--- src/rtl/i2s_audio_tx.sv ---
// I2S transmitter: a fractional phase accumulator paces the bclk edges so the long-term
// frame rate is exact; one L/R pair is latched per frame and shifted out MSB first.
module i2s_audio_tx #(
    parameter int CLK_HZ      = 32000000,
    parameter int SAMPLE_RATE = 48000,
    parameter int BITS        = 16
) (
    input  logic        clk,
    input  logic        reset,
    input  logic [15:0] audio_l,
    input  logic [15:0] audio_r,
    input  logic        mute,
    output logic        i2s_bclk,
    output logic        i2s_lrck,
    output logic        i2s_din,
    output logic        sample_strobe
);
    localparam int INC = 2 * SAMPLE_RATE * 2 * BITS;
    localparam int NW  = $clog2(2 * BITS);
    localparam int BW  = $clog2(BITS);
    localparam logic [NW-1:0] N_LAST = NW'(2 * BITS - 1);
    localparam logic [NW-1:0] N_HALF = NW'(BITS);

    generate
        if (INC >= CLK_HZ || BITS < 2 || BITS > 32) begin : g_bad_cfg
            $error("i2s_audio_tx: bit-clock increment must be below CLK_HZ and BITS in 2..32");
        end
    endgenerate

    logic [31:0]     acc_reg;
    logic            bclk_reg;
    logic            lrck_reg;
    logic            din_reg;
    logic            strobe_reg;
    logic [NW-1:0]   n_reg;
    logic [BITS-1:0] l_reg;
    logic [BITS-1:0] r_reg;

    logic [32:0]     sum;
    logic            tick;
    logic [31:0]     acc_next;
    logic [NW-1:0]   n_next;
    logic [BW-1:0]   idx_l;
    logic [BW-1:0]   idx_r;
    logic            lrck_next;
    logic            din_next;
    logic [31:0]     l_wide;
    logic [31:0]     r_wide;
    logic [BITS-1:0] l_in;
    logic [BITS-1:0] r_in;

    // Carry-out of the accumulator marks one bclk half-period boundary.
    assign sum      = {1'b0, acc_reg} + 33'(INC);
    assign tick     = (sum >= 33'(CLK_HZ));
    assign acc_next = tick ? 32'(sum - 33'(CLK_HZ)) : sum[31:0];

    assign n_next    = (n_reg == N_LAST) ? '0 : n_reg + NW'(1);
    assign idx_l     = BW'(N_HALF - n_next);
    assign idx_r     = BW'((NW+1)'(2 * BITS) - {1'b0, n_next});
    assign lrck_next = (n_next >= N_HALF);

    // Samples are left-aligned into the slot so wider slots pad with zeros.
    assign l_wide = {audio_l, 16'h0000};
    assign r_wide = {audio_r, 16'h0000};
    assign l_in   = mute ? '0 : l_wide[31 -: BITS];
    assign r_in   = mute ? '0 : r_wide[31 -: BITS];

    // At n=0 the outgoing bit is still the previous frame's R LSB.
    always_comb begin
        if (n_next == '0) begin
            din_next = r_reg[0];
        end else if (n_next <= N_HALF) begin
            din_next = l_reg[idx_l];
        end else begin
            din_next = r_reg[idx_r];
        end
    end

    always_ff @(posedge clk or posedge reset) begin
        if (reset) begin
            acc_reg    <= '0;
            bclk_reg   <= 1'b0;
            lrck_reg   <= 1'b0;
            din_reg    <= 1'b0;
            strobe_reg <= 1'b0;
            n_reg      <= N_LAST;
            l_reg      <= '0;
            r_reg      <= '0;
        end else begin
            acc_reg    <= acc_next;
            strobe_reg <= 1'b0;
            if (tick) begin
                bclk_reg <= ~bclk_reg;
                if (bclk_reg) begin
                    n_reg    <= n_next;
                    lrck_reg <= lrck_next;
                    din_reg  <= din_next;
                    if (n_next == '0) begin
                        l_reg      <= l_in;
                        r_reg      <= r_in;
                        strobe_reg <= 1'b1;
                    end
                end
            end
        end
    end

    assign i2s_bclk      = bclk_reg;
    assign i2s_lrck      = lrck_reg;
    assign i2s_din       = din_reg;
    assign sample_strobe = strobe_reg;
endmodule

--- config.mk ---
export PLATFORM = sky130hd
export DESIGN_NAME = i2s_audio_tx
export DESIGN_NICKNAME = d
export VERILOG_FILES = /design/src/rtl/i2s_audio_tx.sv
export SDC_FILE = /design/constraint.sdc
export NUM_CORES = 1
export LEC_CHECK = 0
export BUFFER_PORTS_ARGS = -buffer_cell sky130_fd_sc_hd__buf_2
export CAP_MARGIN = 20
export CORE_MARGIN = 2
export CORE_UTILIZATION = 29
export CTS_BUF_LIST = sky130_fd_sc_hd__clkbuf_16
export DETAILED_ROUTE_END_ITERATION = 8
export GPL_TIMING_DRIVEN = 0
export PLACE_DENSITY = 0.51
export SYNTH_ARGS = -nofsm -noshare
export SYNTH_HDL_FRONTEND = slang
export SYNTH_SLANG_ARGS = --single-unit
--- constraint.sdc ---
create_clock -name clk -period 5.2 [get_ports clk]
set_input_delay 1.04 -clock clk [delete_from_list [all_inputs] [get_ports clk]]
set_output_delay 1.04 -clock clk [all_outputs]
set_load 0.01 [all_outputs]
After elaboration in Yosys (flattened, before gate mapping) --
Cells that the tools add are included.
Cells by class: add/subtract/negate cells 5, magnitude comparators 5, equality and inequality tests 1, multiplexer cells 13, bitwise gates (word level) 1, reductions and logical operators 3
Operator list (count):
- 32-bit by 22-bit adder with 33-bit output (second input constant) | 1
- 33-bit by 25-bit greater-or-equal comparator with 1-bit output (second input constant) | 1
- 16-bit two-way mux | 2
- 32-bit two-way mux | 1
- 32-bit by 25-bit subtractor with 32-bit output (second input constant) | 1
- 4-bit by 5-bit less-than comparator with 1-bit output (second input constant) | 2
- 1-bit binary-select mux with 4-bit select | 2
- 1-bit by 4-bit subtractor with 4-bit output (first input constant) | 2
- 1-bit two-way mux | 7
- 5-bit by 1-bit adder with 5-bit output (second input constant) | 1
- 5-bit equality test (second input constant) | 1
- 5-bit greater-or-equal comparator (second input constant) | 1
- 5-bit <= comparator (second input constant) | 1
- 5-bit zero test | 1
- 5-bit two-way mux | 1
- 3-bit AND reduction | 1
- 2-bit AND reduction | 1
- 1-bit NOT | 1
Word-level totals: register bits 73, input port bits 35

Logic depth before layout (Yosys ltp) --
depth after elaboration 7, gate-level depth with buffers 13, gate-level depth less buffers 10

Least setup slack after synthesis --
Ideal clock, no wire load.
path type register -> register, start register n_reg[0], end register din_reg (netlist: i2s_din), arrival time 2.814 ns, slack 2.248 ns, stages on the path, launching flop included 10, buffers on the path 0, period minus slack after synthesis 2.952 ns, path through dfstp_2 > ha_1 > and3_1 > ha_1 > nor2_1 > mux4_2 > mux4_2 > mux2i_1 > mux2_2 > o21ai_0
On the way: cells in the longest elaborated chain, start to end 7
Ends and longest elaborated chain:
- start, declared | line 35 | logic [NW-1:0] n_reg;
- start signal, assigned | line 95 | n_reg <= n_next;
- 5-bit by 1-bit adder with 5-bit output / 5-bit equality test (equally long branches) | line 57 | assign n_next = (n_reg == N_LAST) ? '0 : n_reg + NW'(1);
- 5-bit two-way mux (*) | line 57
- 1-bit by 4-bit subtractor with 4-bit output | line 58, 59
- 1-bit binary-select mux with 4-bit select, on equally long branches | line 75, 73
- 1-bit two-way mux, on equally long branches | line 75, 73
- 1-bit two-way mux | line 72 | end else if (n_next <= N_HALF) begin
- 1-bit two-way mux (*) | line 70 | if (n_next == '0) begin
- end signal, assigned | line 97 | din_reg <= din_next;
- end, declared | line 33 | logic din_reg;
Every way passes the cells marked *; elsewhere a longest branch is shown, timed or not. The select of a mux whose other input is x is not followed. A chain may end at the register's enable or synchronous reset.

Worst setup path after layout --
Ends and elaborated chain as after synthesis.

==> metrics.txt <==
max_cap viols=0; final count of hold timing violations=0; Yosys top cell area share=35.6%; # nets final=482; Slew Limit Headroom=34.4%; Critical Path Fanout Max=10; Fillers=1,398; crit-path cells=ha_1 -> and3_1 -> ha_1 -> nor2_1 -> mux4_2 -> mux4_2 -> mux2i_1 -> mux2_2 -> o21ai_0; Worst Hold Class=reg -> reg; Unique masters post-synth=75; R2R Setup Slk=1.81 ns; clk_lat worst skew=0.33 ns; crit start category=register; CP required=5.39 ns; Finish-stage setup viols=0; worst-margin pin slew=0.981 ns; clk root buf=clkbuf_16; Tot GR Track Use=13.3%; IO Port Bufs=38; Leak Pwr=2.04 nW; GRT overflow=0; status=finished, final reports clean; Die H=121 um; Final TNS setup=0 ns; ANT nets after route=0; Core Footprint=13,300 um2; share of cells above drive strength 1=29.2%; postcts setup bufs=0; HPWL after DPL=6500 um; number of vias per cell=4.80; CTS H-Tree Depth=3; total design power=1.17 mW; CTS clock-pin slew for the worst setup and hold paths=0.05 ns; 1st-iter DRT viols=83; Hold Path Cell Cnt=2; initial antenna violation count=0; worst r2r path cells=9; final core utilization=35.6%; largest area contributor in the netlist=dfrtp_1; die width=121 um; Initial DRT Pass Iterations=4; Max Fclk=0.295 GHz; pwr dens=246 nW/um2; synthesis-to-finish area growth=18.9%; row count=42; Worst Path Buf+Inv=0; DRC Markers=0; clock tree buffer depth=2; WHS=0.478 ns; Final Cell Area=4760 um2; cell count after placement=605; first-pass GRT wire length=15,600 um; Max Clock Skew=0.00798 ns; post-cts resize count=0; RR Startpoint=n_reg[0]$_DFFE_PP1P_; io pins=39; Hold EP=i2s_din$_DFFE_PP0P_; Synth Flop Type=dfrtp_1; largest net degree at the start of global routing=39; total clock sinks=62; CTS tree=yes; CTS Buf Count=9; Ys Warns=0; worst vdd ir=0.139 mV; Hold Path Origin=i2s_din$_DFFE_PP0P_; beginning of the critical path=n_reg[0]$_DFFE_PP1P_; DR vias=2,982; critical path's top delay family=multiplexers; Syn Nets=432; max reg flops=21; Synth async-reset ratio=100%; top post-synthesis cells by area=dfrtp_1, xnor2_1, mux4_2, nand2b_1, nand2_1; EDFF count, synth=0; Synth Register Bits=62; RSZ-0062 raised after global routing=no; cts hold-fix bufs=0; Max Slew Vio Count=0; commonest non-fill, non-tap cell in the layout=dfrtp_1; synthesized instance count=390; placed cell area=4430 um2; Crit Path Class=reg -> reg; most frequent cells in the layout=dfrtp_1, nand2_1, buf_2; DRT Wirelength=8860 um; WP data arrival=3.59 ns; Crit. End Element=register; RePlAce Congestion=0.783; Mapped Area=4000 um2; Initial Utilization=30.0%; pre-CTS setup slack=1.71 ns; drt wl/cell=14.3 um; post-route setup slack=1.81 ns; die area=14,800 um2; Non-Filler Instances=621; slowest cell on the critical path=nor2_1; part of the cycle the worst path needs=65.3%; sequential share of the synthesized area=38.9%; Mean Syn Cell Area=10.3 um2; vias in the first global route=3,124; diode count=0; r2r endpoint=i2s_din$_DFFE_PP0P_; CP max stage delay=0.76 ns; final worst path period need=3.39 ns
synth_stat cells, types with 2 or more instances:
cell type / n
a2111oi_2: 3
a211o_1: 2
a21oi_1: 3
and3_1: 2
buf_4: 4
buf_6: 4
clkbuf_1: 6
clkbuf_8: 3
dfrtp_1: 57
dfstp_2: 5
ha_1: 7
inv_1: 13
mux2_2: 7
mux2i_1: 3
mux4_2: 10
nand2_1: 48
nand2b_1: 34
nand3_1: 9
nand3_2: 2
nand4_1: 4
nor2_1: 20
nor2b_1: 2
nor3_1: 7
nor4_1: 3
o211ai_1: 4
o211ai_2: 4
o21ai_0: 9
o21ai_1: 33
o31ai_4: 2
or3b_2: 2
xnor2_1: 29
xor2_1: 6
layer usage:
| layer | part of all wire (%) | vias up | GRT usage [%] |
|---|---|---|---|
| met5 | 0 | - | 0 |
| met4 | 1.3 | 0 | 4.09 |
| met3 | 2.7 | 11 | 3.10 |
| met2 | 48 | 36 | 22.5 |
| met1 | 48 | 1459 | 16.9 |
| li1 | - | 1476 | - |
where the power goes:
part           leakage [nW]  switching, mW  total, mW  internal (mW)
sequential            0.637              0      0.483          0.483
clock                 0.156          0.231      0.651          0.421
combinational          1.25         0.0203     0.0374         0.0170
total                  2.04          0.251       1.17          0.921
worst max-delay path by stage:
stage	to	slack [ns]	cells past startpoint
floorplan	i2s_din$_DFFE_PP0P_	2.25	9
global placement	acc_reg[16]$_DFF_PP0_	1.70	2
detailed placement	i2s_din$_DFFE_PP0P_	1.71	9
CTS	i2s_din$_DFFE_PP0P_	1.70	9
global route	i2s_din$_DFFE_PP0P_	1.51	9
finish	i2s_din$_DFFE_PP0P_	1.81	9
worst min-delay path, cell delays in order (launching register included):
cell,delay [ns]
dfrtp_1,0.33
nand2_1,0.05
o21ai_0,0.06
cell families after synthesis:
group / Yosys count / synth area share, %
simple gates: 150 / 20.3
compound gates: 84 / 17.1
flops: 62 / 38.9
xor+xnor: 36 / 8.35
buf+inv: 31 / 4.78
mux: 20 / 8.35
fa+ha+maj: 7 / 2.19
final cells by class:
cell class / instances / area, um2 / area share [%]
buffer: 17 / 139 / 2.92
clock buffer: 9 / 225 / 4.74
clock inverter: 7 / 98.8 / 2.08
inverter: 14 / 52.6 / 1.10
multi-input combinational: 297 / 2250 / 47.4
sequential: 62 / 1560 / 32.8
tap: 176 / 220 / 4.63
timing repair buffer: 39 / 210 / 4.42
Power figures use the tool's default switching activity.
